--- src/rtl/pipe_skid_stage.sv ---
// pipe_skid_stage: elastic pipeline register with a valid/ready handshake,
// a two-entry skid buffer, synchronous flush and a saturating stall counter.
// The main register is the head of the stage and drives out_data. The skid
// register absorbs the single beat in flight while in_ready falls.
module pipe_skid_stage #(
  parameter int unsigned WIDTH = 64,
  parameter int unsigned CNT_W = 16
) (
  input  logic             clk,
  input  logic             reset,
  input  logic             in_valid,
  output logic             in_ready,
  input  logic [WIDTH-1:0] in_data,
  input  logic             flush,
  output logic             out_valid,
  input  logic             out_ready,
  output logic [WIDTH-1:0] out_data,
  output logic [1:0]       count,
  output logic [CNT_W-1:0] stall_cnt,
  input  logic             stall_clr
);

  typedef enum logic [1:0] {
    EMPTY = 2'd0,
    ONE   = 2'd1,
    TWO   = 2'd2
  } state_t;

  state_t           state;
  logic [WIDTH-1:0] main_q;
  logic [WIDTH-1:0] skid_q;
  logic             push;
  logic             pop;
  logic             stall_hit;
  logic             stall_sat;

  assign push      = in_valid & in_ready;
  assign pop       = out_valid & out_ready;
  assign out_data  = main_q;
  assign stall_hit = out_valid & ~out_ready;
  assign stall_sat = &stall_cnt;

  // Occupancy FSM; in_ready/out_valid/count are registered alongside the
  // state so no combinational ready path crosses the stage boundary.
  always_ff @(posedge clk) begin
    if (reset) begin
      state     <= EMPTY;
      in_ready  <= 1'b1;
      out_valid <= 1'b0;
      count     <= 2'd0;
      main_q    <= '0;
      skid_q    <= '0;
    end else if (flush) begin
      // Data registers keep their contents; only occupancy is squashed.
      state     <= EMPTY;
      in_ready  <= 1'b1;
      out_valid <= 1'b0;
      count     <= 2'd0;
    end else begin
      unique case (state)
        EMPTY: begin
          if (push) begin
            main_q    <= in_data;
            state     <= ONE;
            out_valid <= 1'b1;
            count     <= 2'd1;
          end
        end
        ONE: begin
          if (push && pop) begin
            main_q <= in_data;
          end else if (push) begin
            skid_q   <= in_data;
            state    <= TWO;
            in_ready <= 1'b0;
            count    <= 2'd2;
          end else if (pop) begin
            state     <= EMPTY;
            out_valid <= 1'b0;
            count     <= 2'd0;
          end
        end
        TWO: begin
          if (pop) begin
            main_q   <= skid_q;
            state    <= ONE;
            in_ready <= 1'b1;
            count    <= 2'd1;
          end
        end
        default: begin
          state     <= EMPTY;
          in_ready  <= 1'b1;
          out_valid <= 1'b0;
          count     <= 2'd0;
        end
      endcase
    end
  end

  // Saturating count of stalled cycles; clear wins over increment, flush ignored.
  always_ff @(posedge clk) begin
    if (reset) begin
      stall_cnt <= '0;
    end else if (stall_clr) begin
      stall_cnt <= '0;
    end else if (stall_hit && !stall_sat) begin
      stall_cnt <= stall_cnt + CNT_W'(1);
    end
  end

endmodule
--- config.mk ---
export PLATFORM = sky130hd
export DESIGN_NAME = pipe_skid_stage
export DESIGN_NICKNAME = d
export VERILOG_FILES = /design/src/rtl/pipe_skid_stage.sv
export SDC_FILE = /design/constraint.sdc
export NUM_CORES = 1
export LEC_CHECK = 0
export BUFFER_PORTS_ARGS = -buffer_cell sky130_fd_sc_hd__buf_2
export CORE_MARGIN = 3
export CORE_UTILIZATION = 35
export CTS_CLUSTER_DIAMETER = 120
export DETAILED_ROUTE_END_ITERATION = 8
export SETUP_SLACK_MARGIN = 0.02
export SLEW_MARGIN = 25
export SYNTH_ARGS = -nofsm -noshare
export SYNTH_HDL_FRONTEND = slang
export SYNTH_SLANG_ARGS = --single-unit
--- constraint.sdc ---
create_clock -name clk -period 3.4 [get_ports clk]
set_input_delay 0.17 -clock clk [delete_from_list [all_inputs] [get_ports clk]]
set_output_delay 0.17 -clock clk [all_outputs]
set_load 0.01 [all_outputs]
# Word level (Yosys, flattened, before mapping)

Index checks and enable logic that the tools add are counted.

Bits in registers: 148
Bits of input ports: 70
Output and inout port bits: 84
Word-level logic and storage cells: 57

Add/sub/neg operators: 1
Equal/unequal tests: 10
Mux-type cells: 19
Bitwise logic cells: 8
Reductions and logical operators: 13

Operators with widths:

| cell                  | count |
|---|---|
| $mux 64               | 3 |
| $pmux 64 s3           | 1 |
| $add 16x1->16 const B | 1 |
| $reduce_and 16->1     | 1 |
| $ne 2x2->1 const B    | 7 |
| $reduce_and 4->1      | 3 |
| $mux 2                | 5 |
| $reduce_and 5->1      | 2 |
| $mux 1                | 7 |
| $pmux 1 s3            | 2 |
| $pmux 2 s3            | 1 |
| $not 1->1             | 5 |
| $reduce_or 2->1       | 2 |
| $and 1x1->1           | 3 |
| $ne 3x3->1 const B    | 1 |
| $reduce_bool 3->1     | 1 |
| $eq 2x1->1 const B    | 1 |
| $eq 2x2->1 const B    | 1 |
| $logic_and 1x1->1     | 2 |
| $logic_not 2->1       | 1 |
| $logic_not 1->1       | 1 |

# Depth between registers and ports, before layout

Gate-level depths: netlist (run 1).

Depth in word-level cells: 5
Depth in mapped cells: 7
Depth with buffers taken out: 5

# Worst setup path before layout (run 1)

OpenSTA, ideal clock, no wires.

Path kind: register to register
Start point: register state[0]
End point: register skid_q[10]
Library setup time: 0.132 ns
Arrival time: 1.667 ns
Required time: 3.268 ns
Slack: 1.601 ns
Cell stages (with the launch flop): 7
Path buffers: 2
Clock period less this slack: 1.799 ns
Path through: dfxtp_1 -> a21boi_1 -> or3b_2 -> buf_2 -> clkbuf_1 -> nand2_1 -> a21oi_1

Word-level cells in the longest chain between the ends: 2

RTL lines:

| item                       | line | RTL |
|---|---|---|
| start, declared            | 29   | `state_t state;` |
| start signal, assigned     | 47   | `state <= EMPTY;` |
| start signal, assigned     | 55   | `state <= EMPTY;` |
| start signal, assigned     | 64   | `state <= ONE;` |
| $eq 2x1->1                 | 60   | `unique case (state)` |
| $reduce_and 4->1 (no line) | -    |  |
| end signal, assigned       | 73   | `skid_q <= in_data;` |
| end, declared              | 31   | `logic [WIDTH-1:0] skid_q;` |

Every way passes these cells.
A chain may end at the register's enable or synchronous reset.

# Worst setup path in the final report (run 1)

Start point: register state[0]
End point: register main_q[15] (netlist: out_data[15])

Word-level cells in the longest chain between the ends: 3
Elaborated cells between the ends (all ways): 9
Classes of those cells: eq/ne: 5; mux: 1; reduce/logical: 3

RTL lines:

| item                                                             | line | RTL |
|---|---|---|
| $eq 2x1->1 (tied with other cells)                               | 60   |  |
| $ne 2x2->1 (no line) / $reduce_bool 3->1 (equally long branches) | -    |  |
| $reduce_and 5->1 (no line)                                       | -    |  |
| end signal, assigned                                             | 63   | `main_q <= in_data;` |
| end signal, assigned                                             | 71   | `main_q <= in_data;` |
| end signal, assigned                                             | 85   | `main_q <= skid_q;` |
| end, declared                                                    | 30   | `logic [WIDTH-1:0] main_q;` |

Parallel ways exist; a longest one is shown, timed or not.

==> impl_results.md, run 1 <==
* Worst Hold Depth at 3
* Largest net degree at the start of global routing at 80
* Hold path start: in_data[40]
* Growth of design area from synthesis to finish at 30.9%
* Chip Width at 141 um
* Final period util at 68.2%
* Top FF cell, synth: dfxtp_1
* R2R setup slack at 1.08 ns
* Worst EP required at 3.74 ns
* Initial DRC count at 357
* R2R Path End: out_data[15]
* CP Data Arrival Time at 2.66 ns
* Seq pwr share at roughly 44%
* Status: finished, final reports clean
* Critical path class: reg2reg
* Worst R2R Start: state[0]
* Post-synth cell types at 42
* Dpl cells at 1089
* Number of H-tree levels at 4
* Buf/Inv on CP at 1
* Startpoint types: flip-flop
* Initial Util at 36.3%
* Maximum achievable frequency at 431 MHz
* Die ar. at 0.0199 mm^2
* DR WL/cell at 14.7 um
* DRT antenna net count at 0
* Tot GR Track Use at 17.1%
* Cell count of the worst reg-to-reg path at 5
* Final Setup Violations at 0
* Clk Latency, worst-skew pair at slightly above 0.4 ns
* DP Wirelength at 10400 um
* Die height at around 140 um
* Max_cap viols at 0
* Global-route wire length before repair at between 20000 and 30000 um
* Design area at around 0.0084 mm^2
* CP cell instances: nand2b_4 -> buf_4 -> mux2i_1 -> or3_1 -> a21oi_1
* Slowest stage delay, CP at 0.68 ns
* Crit path time final at 2.32 ns
* Rows at 48
* Pre-CTS setup slack at 0.973 ns
* Cell count after synthesis at 771
* Final wirelength at approximately 17000 um
* Avg Inst Size Synth at 8.28 um^2
* Hold Vio Cnt, Final at 0
* Cell Area, Placed at around 0.0072 mm^2
* Detailed-route via count at ~6000
* Critical Path End Type: flip-flop
* Worst setup margin at 1.08 ns
* Internal at 3.21 mW
* Clk network pwr share at a little under half
* Core area at 0.0176 mm^2
* Net load switching power at 956 uW
* Vias in the first global route at 5593
* Initial antenna violation count at 0
* Asr flop ratio synth at 0%
* Synthesized net count at about 840
* Gate power share at under 10%
* Netlist area before placement at about 0.0064 mm^2
* Worst Hold End: skid_q[40]
* I/O pin count at 154
* Final Skew at 0.00671 ns
* Clock sinks at 148
* Worst slew pin tran at 0.760 ns
* Most frequent cells in the layout: buf_2 (151), dfxtp_1 (148), nand2_1 (144), a21oi_1 (141), o21ai_0 (70)
* Post-synth EDFFs at 0
* Clock Tree Root: clkbuf_16
* Pwr Density at 498 mW/mm^2
* Worst path top cell family by delay: simple AND/OR/NAND/NOR gates
* CP max FO at 40
* Sequential share of the synthesized area at 46.4%
* N_diodes at 0
* #FFs+latches synth at 148
* Sw frac at 23.0%
* Slowest-stage cell, CP: buf_4
* TritonCTS Buffers at 17
* Yosys warning total at 0
* Max transition margin at 48.9%
* DR pass1 iterations at 4
* RSZ-0062 raised after global routing: false
* Worst VDD drop at 339 uV
* Static leakage at 3.63 nW
* Clock-pin slew on the worst setup and hold paths at 0.06 ns
* Port Buffer Count at 153
* Routed vias/inst at 5.13
* Crit path depth at 5
* Maximum buffer depth of the clock tree at 2
* Fin nets at about 1000
* Routability cong. at a little under 0.8
* Fraction of layout cells with a size suffix above 1 at about a fifth
* Commonest non-fill, non-tap cell in the layout: buf_2
* Clock tree from TritonCTS: done
* Worst hold path class: in2reg
* Core Util, Final at 47.5%
* Finished Layout Cells at between 1000 and 1500
* GRT overflow at 0
* Max-slew violations at 0
* Drc violations at 0
* Accumulated negative setup slack at 0 ns
-- kinds of logic after synthesis --
| group | Yosys count | share of synthesized area (%) |
|---|---|---|
| AO/OA/AOI/OAI | 225 | 18.3 |
| XOR/XNOR | 1 | 0.137 |
| adder cells (fa/ha/maj) | 1 | 0.196 |
| buffers and inverters | 70 | 4.49 |
| flip-flops | 148 | 46.4 |
| multiplexers | 67 | 10.5 |
| AND/OR/NAND/NOR | 259 | 20.0 |
-- cell usage after synthesis, drive strengths merged, types with 3 or more instances --
library cell | instances | share of area [%]
a21oi | 141 | 11
nor3 | 6 | 0.47
nand3 | 5 | 0.39
mux2i | 67 | 11
and2 | 3 | 0.29
dfxtp | 148 | 46
o31ai | 3 | 0.35
o21ai | 70 | 5.5
nand3b | 3 | 0.35
and4 | 5 | 0.69
nand2 | 144 | 8.5
nand4 | 3 | 0.39
or3 | 69 | 6.8
clkbuf | 52 | 3.1
buf | 16 | 1.3
nor2 | 7 | 0.41
or4 | 4 | 0.53
-- state kept, by name (all words and copies together), names as in the netlist --
register   count
skid_q        64
stall_cnt     16
state          2
out_data      64
in_ready       1
out_valid      1
-- power by group through the flow --
| stage | combinational (mW) | clock [mW] | sequential [mW] |
|---|---|---|---|
| finish | 0.382 | 1.97 | 1.81 |
| global route | 0.427 | 2.08 | 1.82 |
| CTS | 0.386 | 2.02 | 1.81 |
| detailed placement | 0.343 | 0 | 1.85 |
| global placement | 0.340 | 0 | 1.85 |
| floorplan | 0.180 | 0 | 1.87 |
-- worst min-delay path, stage by stage --
cell	delay, ns
buf_2	0.11
nand2_1	0.05
a21oi_1	0.05
-- how the worst max path moves through the flow --
stage	start	endpoint
3_5_place_dp	state[0]	skid_q[36]
4_1_cts	state[0]	skid_q[25]
6_report	state[0]	out_data[15]
3_3_place_gp	state[0]	skid_q[24]
5_1_grt	state[0]	out_data[57]
2_1_floorplan	state[0]	skid_q[10]
-- stage by stage --
| step | total power [mW] | hold WS, ns |
|---|---|---|
| floorplan | 2.05 | 0.306 |
| global placement | 2.19 | 0.423 |
| detailed placement | 2.19 | 0.429 |
| CTS | 4.22 | 0.00177 |
| global route | 4.33 | 0.00205 |
| finish | 4.16 | 0.0234 |
-- per-layer routing --
| layer | track usage (%) | up-vias | routed length [um] |
|---|---|---|---|
| met4 | 5.05 | 0 | 216 |
| li1 | - | 3032 | - |
| met1 | 22.3 | 2821 | 8120 |
| met3 | 4.14 | 11 | 779 |
| met2 | 28.3 | 130 | 8110 |
| met5 | 0 | - | 0 |
-- layout make-up --
type | count | area, um^2
clock inverter | 7 | 119
fill | 1758 | 9240
multi-input combinational | 553 | 3160
tap | 225 | 282
clock buffer | 25 | 505
timing repair buffer | 209 | 1320
sequential | 148 | 2960
inverter | 2 | 7.51
-- what timing repair did --
action / CTS / global route
gates resized for setup: 0 / 0
hold endpoints to repair: 48 / 0
setup endpoints to repair: 0 / 0
hold buffers: 48 / 0
setup buffers: 0 / 0
(Power assumes the default switching activity.)
==> run 2, diff against run 1 <==
- clock period: 3.4 -> 2.1 ns (I/O delays scaled with it)
==> run 2 against run 1 <==
Sequential cell count is the same. Utilization grew 1.4 points. Combinational power grew 72%. Sequential power grew 62%. Sequential share of layout area shrank 1.0 points. Die area is the same. Global-route usage grew 0.30 points. First-iteration DRC count grew 2.5%. Maximum frequency grew 23%. Non-clock buffer count grew 25. Cell area grew 3.0%. Critical path type unchanged. Largest cell class unchanged. Highest routed layer unchanged.
==> impl_results.md, run 2 (synthesis results as in run 1) <==
* Die ar. at 0.0199 mm^2 (unchanged)
* CP max FO at 54 (+35%)
* DR WL/cell at 14.8 um (+0.24%)
* Accumulated negative setup slack at 0 ns (unchanged)
* Vias in the first global route at 5526 (-1.2%)
* Clock sinks at 148 (unchanged)
* Max_cap viols at 0 (unchanged)
* Routed vias/inst at 5.08 (-0.92%)
* Worst R2R Start: out_valid
* Clock-pin slew on the worst setup and hold paths at 0.06 ns (about the same)
* Worst Hold Depth at 3 (unchanged)
* Worst path top cell family by delay: compound AO/OA/AOI/OAI gates
* Slowest stage delay, CP at 0.47 ns (-0.21 ns)
* TritonCTS Buffers at 17 (unchanged)
* Worst slew pin tran at 0.813 ns (+0.0528 ns)
* DP Wirelength at 10300 um (-1.7%)
* CP cell instances: a21boi_1 -> buf_4 -> o22a_4 -> buf_4 -> or3_1 -> a21oi_1
* Final wirelength at 17600 um (+2.4%)
* Hold Buf Count CTS at 66 (+38%)
* Post-CTS Setup Inserts at 0 (unchanged)
* Final Setup Violations at 0 (unchanged)
* Pwr Density at 784 mW/mm^2 (+57%)
* Crit path depth at 6 (+1)
* Routability cong. at 0.785 (-0.53%)
* Clock Tree Root: clkbuf_16
* Commonest non-fill, non-tap cell in the layout: buf_2
* Initial DRC count at 366 (+2.5%)
* CTS resizes at 0 (unchanged)
* Clock tree from TritonCTS: done
* Max-slew violations at 0 (unchanged)
* Fraction of layout cells with a size suffix above 1 at 21.3% (+0.39 points)
* Core area at 0.0176 mm^2 (unchanged)
* Worst VDD drop at 551 uV (+62%)
* Static leakage at 3.74 nW (+3.1%)
* Tot Pwr at 6.75 mW (+62%)
* Chip Width at 141 um (unchanged)
* Growth of design area from synthesis to finish at 34.9%
* Final Skew at 0.0108 ns (+0.00412 ns)
* Critical path class: reg2reg
* N_diodes at 0 (unchanged)
* Clk Latency, worst-skew pair at 0.42 ns (about the same)
* Critical Path End Type: flip-flop
* Cell mode on critical path: buf_4
* Tot GR Track Use at 17.4% (+0.30 points)
* Die height at 141 um (unchanged)
* Hold Vio Cnt, Final at 0 (unchanged)
* Initial antenna violation count at 0 (unchanged)
* DR pass1 iterations at 5 (+1)
* Rows at 48 (unchanged)
* CP Data Arrival Time at 2.22 ns (-0.44 ns)
* Final period util at 89.6% (+21 points)
* Largest net degree at the start of global routing at 109 (+36%)
* Initial Util at 36.3% (unchanged)
* Most frequent cells in the layout: buf_2 (151), dfxtp_1 (148), nand2_1 (144), a21oi_1 (141), o21ai_0 (70)
* Startpoint types: flip-flop
* Detailed-route via count at 6066 (+1.2%)
* Port Buffer Count at 153 (unchanged)
* Number of H-tree levels at 4 (unchanged)
* Drc violations at 0 (unchanged)
* Global-route wire length before repair at 28400 um (+0.93%)
* Maximum buffer depth of the clock tree at 2 (unchanged)
* Fin nets at 1027 (+2.5%)
* Hold path start: out_ready
* Worst EP required at 2.44 ns (-1.30 ns)
* RSZ-0062 raised after global routing: false
* Crit path time final at 1.88 ns (-0.438 ns)
* Slowest-stage cell, CP: dfxtp_1
* Buf/Inv on CP at 2 (+1)
* DRT antenna net count at 0 (unchanged)
* Origin of the worst setup path: out_valid
* GRT overflow at 0 (unchanged)
* Worst hold path class: in2reg
* I/O pin count at 154 (unchanged)
* Maximum achievable frequency at 532 MHz (+23%)
* Hold WS at 0.0776 ns (+0.0542 ns)
* Cell count of the worst reg-to-reg path at 6 (+1)
* Status: finished, final reports clean
* Max transition margin at 45.8% (-3.1 points)
run 2: cell types whose count changed in the layout (fill, tap and decap cells not counted), sizes merged:
| cell | previous run | this run |
|---|---|---|
| buf | 161 | 168 |
| clkbuf | 25 | 20 |
| clkinv | 2 | 5 |
| clkinvlp | 2 | 3 |
| dlygate4sd3 | 48 | 66 |
| inv | 2 | 3 |
run 2: layout make-up:
class | instances | area [um^2]
multi-input cells | 553 | 3150
clock buffers | 20 | 457
inverters | 2 | 7.51
repair buffers | 234 | 1590
clock inverters | 12 | 154
flip-flops and latches | 148 | 2960
fillers | 1734 | 8990
well taps | 225 | 282
run 2: metal layers:
metal	up-vias	part of all wire [%]	track usage (%)	wire length (um)
li1	3076	-	-	-
met5	-	0	0	0
met4	0	2.1	7.45	374
met1	2813	47	23.3	8260
met2	152	46	27.3	8190
met3	25	4.6	3.63	811
run 2: per-stage QoR:
step	std cells	cell area, um^2	setup WS (ns)	utilization (%)
6_report	1194	8610	0.219	48.9
5_1_grt	1194	8610	0.0632	48.9
4_1_cts	1194	8610	0.225	48.9
3_5_place_dp	1096	7340	0.233	41.7
3_3_place_gp	1096	7340	0.272	41.7
2_1_floorplan	771	6380	0.301	-
run 2: where the power goes:
group	internal (mW)	switching [mW]	total, mW
clock network	1.93	1.22	3.16
logic	0.304	0.353	0.657
registers	2.89	0.0433	2.93
total	5.13	1.62	6.75
run 2: final timing paths:
check,to,slack [ns]
setup / recovery,out_data[31],0.22
hold / removal,in_ready,0.08
setup reg to reg,out_data[31],0.22
hold reg to reg,skid_q[19],0.45
run 2: worst min-delay path, stage by stage:
cell	delay (ns)
buf_2	0.15
a211oi_1	0.08
o21ai_0	0.12
==> run 3, diff against run 2 <==
- BUFFER_PORTS_ARGS: -buffer_cell sky130_fd_sc_hd__buf_2 -> default
- DONT_BUFFER_PORTS: default -> 1
- clock period: 2.1 -> 1.9 ns (I/O delays scaled with it)
==> run 3 against run 2 <==
The flow now finishes with violations (negative hold slack). Maximum frequency rose by 6.5%. Largest cell class unchanged. Count of clock-buffer cells in the layout is 2 higher. Clock power is 12% higher. Cell count is 16% lower. Die area did not move. Sequential cell count is the same. Highest routed layer unchanged. Sequential power increased by 12%.
==> impl_results.md, run 3 (synthesis results as in run 1) <==
* Final Skew at 0.0104 ns (-0.000456 ns)
* Fin nets at 836 (-19%)
* Rows at 48 (unchanged)
* Most frequent cells in the layout: dfxtp_1 (147), nand2_1 (144), a21oi_1 (141), o21ai_0 (70), or3_1 (69)
* Worst VDD drop at 895 uV (+62%)
* Fraction of layout cells with a size suffix above 1 at 9.14% (-12 points)
* N_diodes at 0 (unchanged)
* Number of H-tree levels at 4 (unchanged)
* Met1 usage at 21.9% (-1.4 points)
* Clk Latency, worst-skew pair at 0.41 ns (about the same)
* I/O pin count at 154 (unchanged)
* Routability cong. at 0.802 (+2.2%)
* Routed vias/inst at 5.31 (+4.5%)
* Max-slew violations at 0 (unchanged)
* RSZ-0062 raised after global routing: true
* Worst setup margin at 0.135 ns (-0.0845 ns)
* Met3 GRT Util at 6.61% (+3.0 points)
* Tot Pwr at 7.19 mW (+6.6%)
* Initial Util at 36.3% (unchanged)
* Grt peak-use layer: met2
* DRT antenna net count at 0 (unchanged)
* Worst path top cell family by delay: simple AND/OR/NAND/NOR gates
* Hold Vio Cnt, Final at 128 (+128)
* Final wirelength at 16600 um (-5.7%)
* Pwr Density at 961 mW/mm^2 (+23%)
* Crit path time final at 1.77 ns (-0.115 ns)
* Clock sinks at 148 (unchanged)
* Final Setup Violations at 0 (unchanged)
* Core area at 0.0176 mm^2 (unchanged)
* Die ar. at 0.0199 mm^2 (unchanged)
* CP cell instances: nand4_2 -> or4_4 -> or4_1 -> a21oi_1
* Port Buffer Count at 0 (-100%)
* Commonest non-fill, non-tap cell in the layout: dfxtp_1
* Slowest stage delay, CP at 0.57 ns (+0.10 ns)
* TritonCTS Buffers at 17 (unchanged)
* Design area at 0.00749 mm^2 (-13%)
* Critical Path End Type: flip-flop
* Drc violations at 0 (unchanged)
* Static leakage at 2.92 nW (-22%)
* Accumulated negative setup slack at 0 ns (unchanged)
* DR WL/cell at 16.6 um (+12%)
* Failing checks: negative hold slack
* DP Wirelength at 10100 um (-1.1%)
* Startpoint types: flip-flop
* Buf/Inv on CP at 0 (-2)
* CP max FO at 5 (-91%)
* GRT overflow at 0 (unchanged)
* Initial antenna violation count at 0 (unchanged)
* Met2 GRT Util at 26.3% (-1.0 points)
* Growth of design area from synthesis to finish at 17.4%
* Finished Layout Cells at 1002 (-16%)
* Hold WS at -0.245 ns (-0.322 ns)
* Maximum buffer depth of the clock tree at 2 (unchanged)
* Vias in the first global route at 4935 (-11%)
* Final period util at 92.9% (+3.3 points)
* Max transition margin at 74.7% (+29 points)
* Worst EP required at 2.23 ns (-0.21 ns)
* Status: finished, violations left
* Critical path class: reg2reg
* Die height at 141 um (unchanged)
* Clock tree from TritonCTS: done
* Number of fill cells at 1781 (+2.7%)
* Max_cap viols at 0 (unchanged)
* Chip Width at 141 um (unchanged)
* Detailed-route via count at 5321 (-12%)
* Global-route wire length before repair at 27300 um (-3.6%)
* Dpl cells at 963 (-12%)
* CP Data Arrival Time at 2.10 ns (-0.12 ns)
* Clock Tree Root: clkbuf_16
* DR pass1 iterations at 6 (+1)
* Core Util, Final at 42.6% (-6.4 points)
* Cell Area, Placed at 0.00678 mm^2 (-7.6%)
* Maximum achievable frequency at 567 MHz (+6.5%)
* Worst hold path class: in2reg
* Tot GR Track Use at 16.8% (-0.62 points)
* Clock-pin slew on the worst setup and hold paths at 0.06 ns (about the same)
* Pre-CTS setup slack at 0.109 ns (-0.125 ns)
* Slowest-stage cell, CP: or4_4
* Worst slew pin tran at 0.377 ns (-0.436 ns)
* Largest net degree at the start of global routing at 134 (+23%)
* Initial DRC count at 290 (-21%)
==> run 3: cell count changes in the layout (fill, tap and decap cells not counted), moves of 2 or more <==
cell           before  now
buf_12              4    9
buf_4              13   25
buf_2             151    0
clkbuf_1            1    3
clkinvlp_4          3    0
dlygate4sd3_1      66    8
==> run 3: timing repair <==
item | CTS | global route
hold buffers | 7 | 1
hold endpoints to repair | 138 | 128
gates resized for setup | 0 | 3
setup buffers | 0 | 0
endpoints found under the setup margin | 0 | 4
==> run 3: path summary, 6_finish.rpt <==
| kind | start | endpoint | slack (ns) | cells after the start |
|---|---|---|---|---|
| worst max-delay path | stall_cnt[9] | stall_cnt[15] | 0.13 | 4 |
| worst min-delay path | reset | out_data[63] | -0.24 | 1 |
| worst max register to register | stall_cnt[9] | stall_cnt[15] | 0.13 | 4 |
| worst min register to register | skid_q[23] | skid_q[23] | 0.45 | 2 |
==> run 3: cell type report <==
| cell class | count | area [um^2] | share of cell area [%] |
|---|---|---|---|
| clock buffer | 22 | 464 | 6.20 |
| timing repair buffer | 43 | 459 | 6.13 |
| tap | 225 | 282 | 3.76 |
| clock inverter | 9 | 153 | 2.04 |
| sequential | 148 | 2960 | 39.6 |
| inverter | 2 | 7.51 | 0.100 |
| multi-input combinational | 553 | 3160 | 42.2 |
==> run 3: where the power goes <==
group | switching [mW] | leakage (nW) | internal [mW]
logic | 0.192 | 1.42 | 0.181
clock network | 1.27 | 0.304 | 2.26
registers | 0.0936 | 1.20 | 3.20
total | 1.55 | 2.92 | 5.64
==> run 3: metal layers <==
layer	up-vias	share of wire (%)
li1	2695	-
met1	2494	45
met2	124	46
met3	8	7.9
met4	0	0.93
met5	-	0
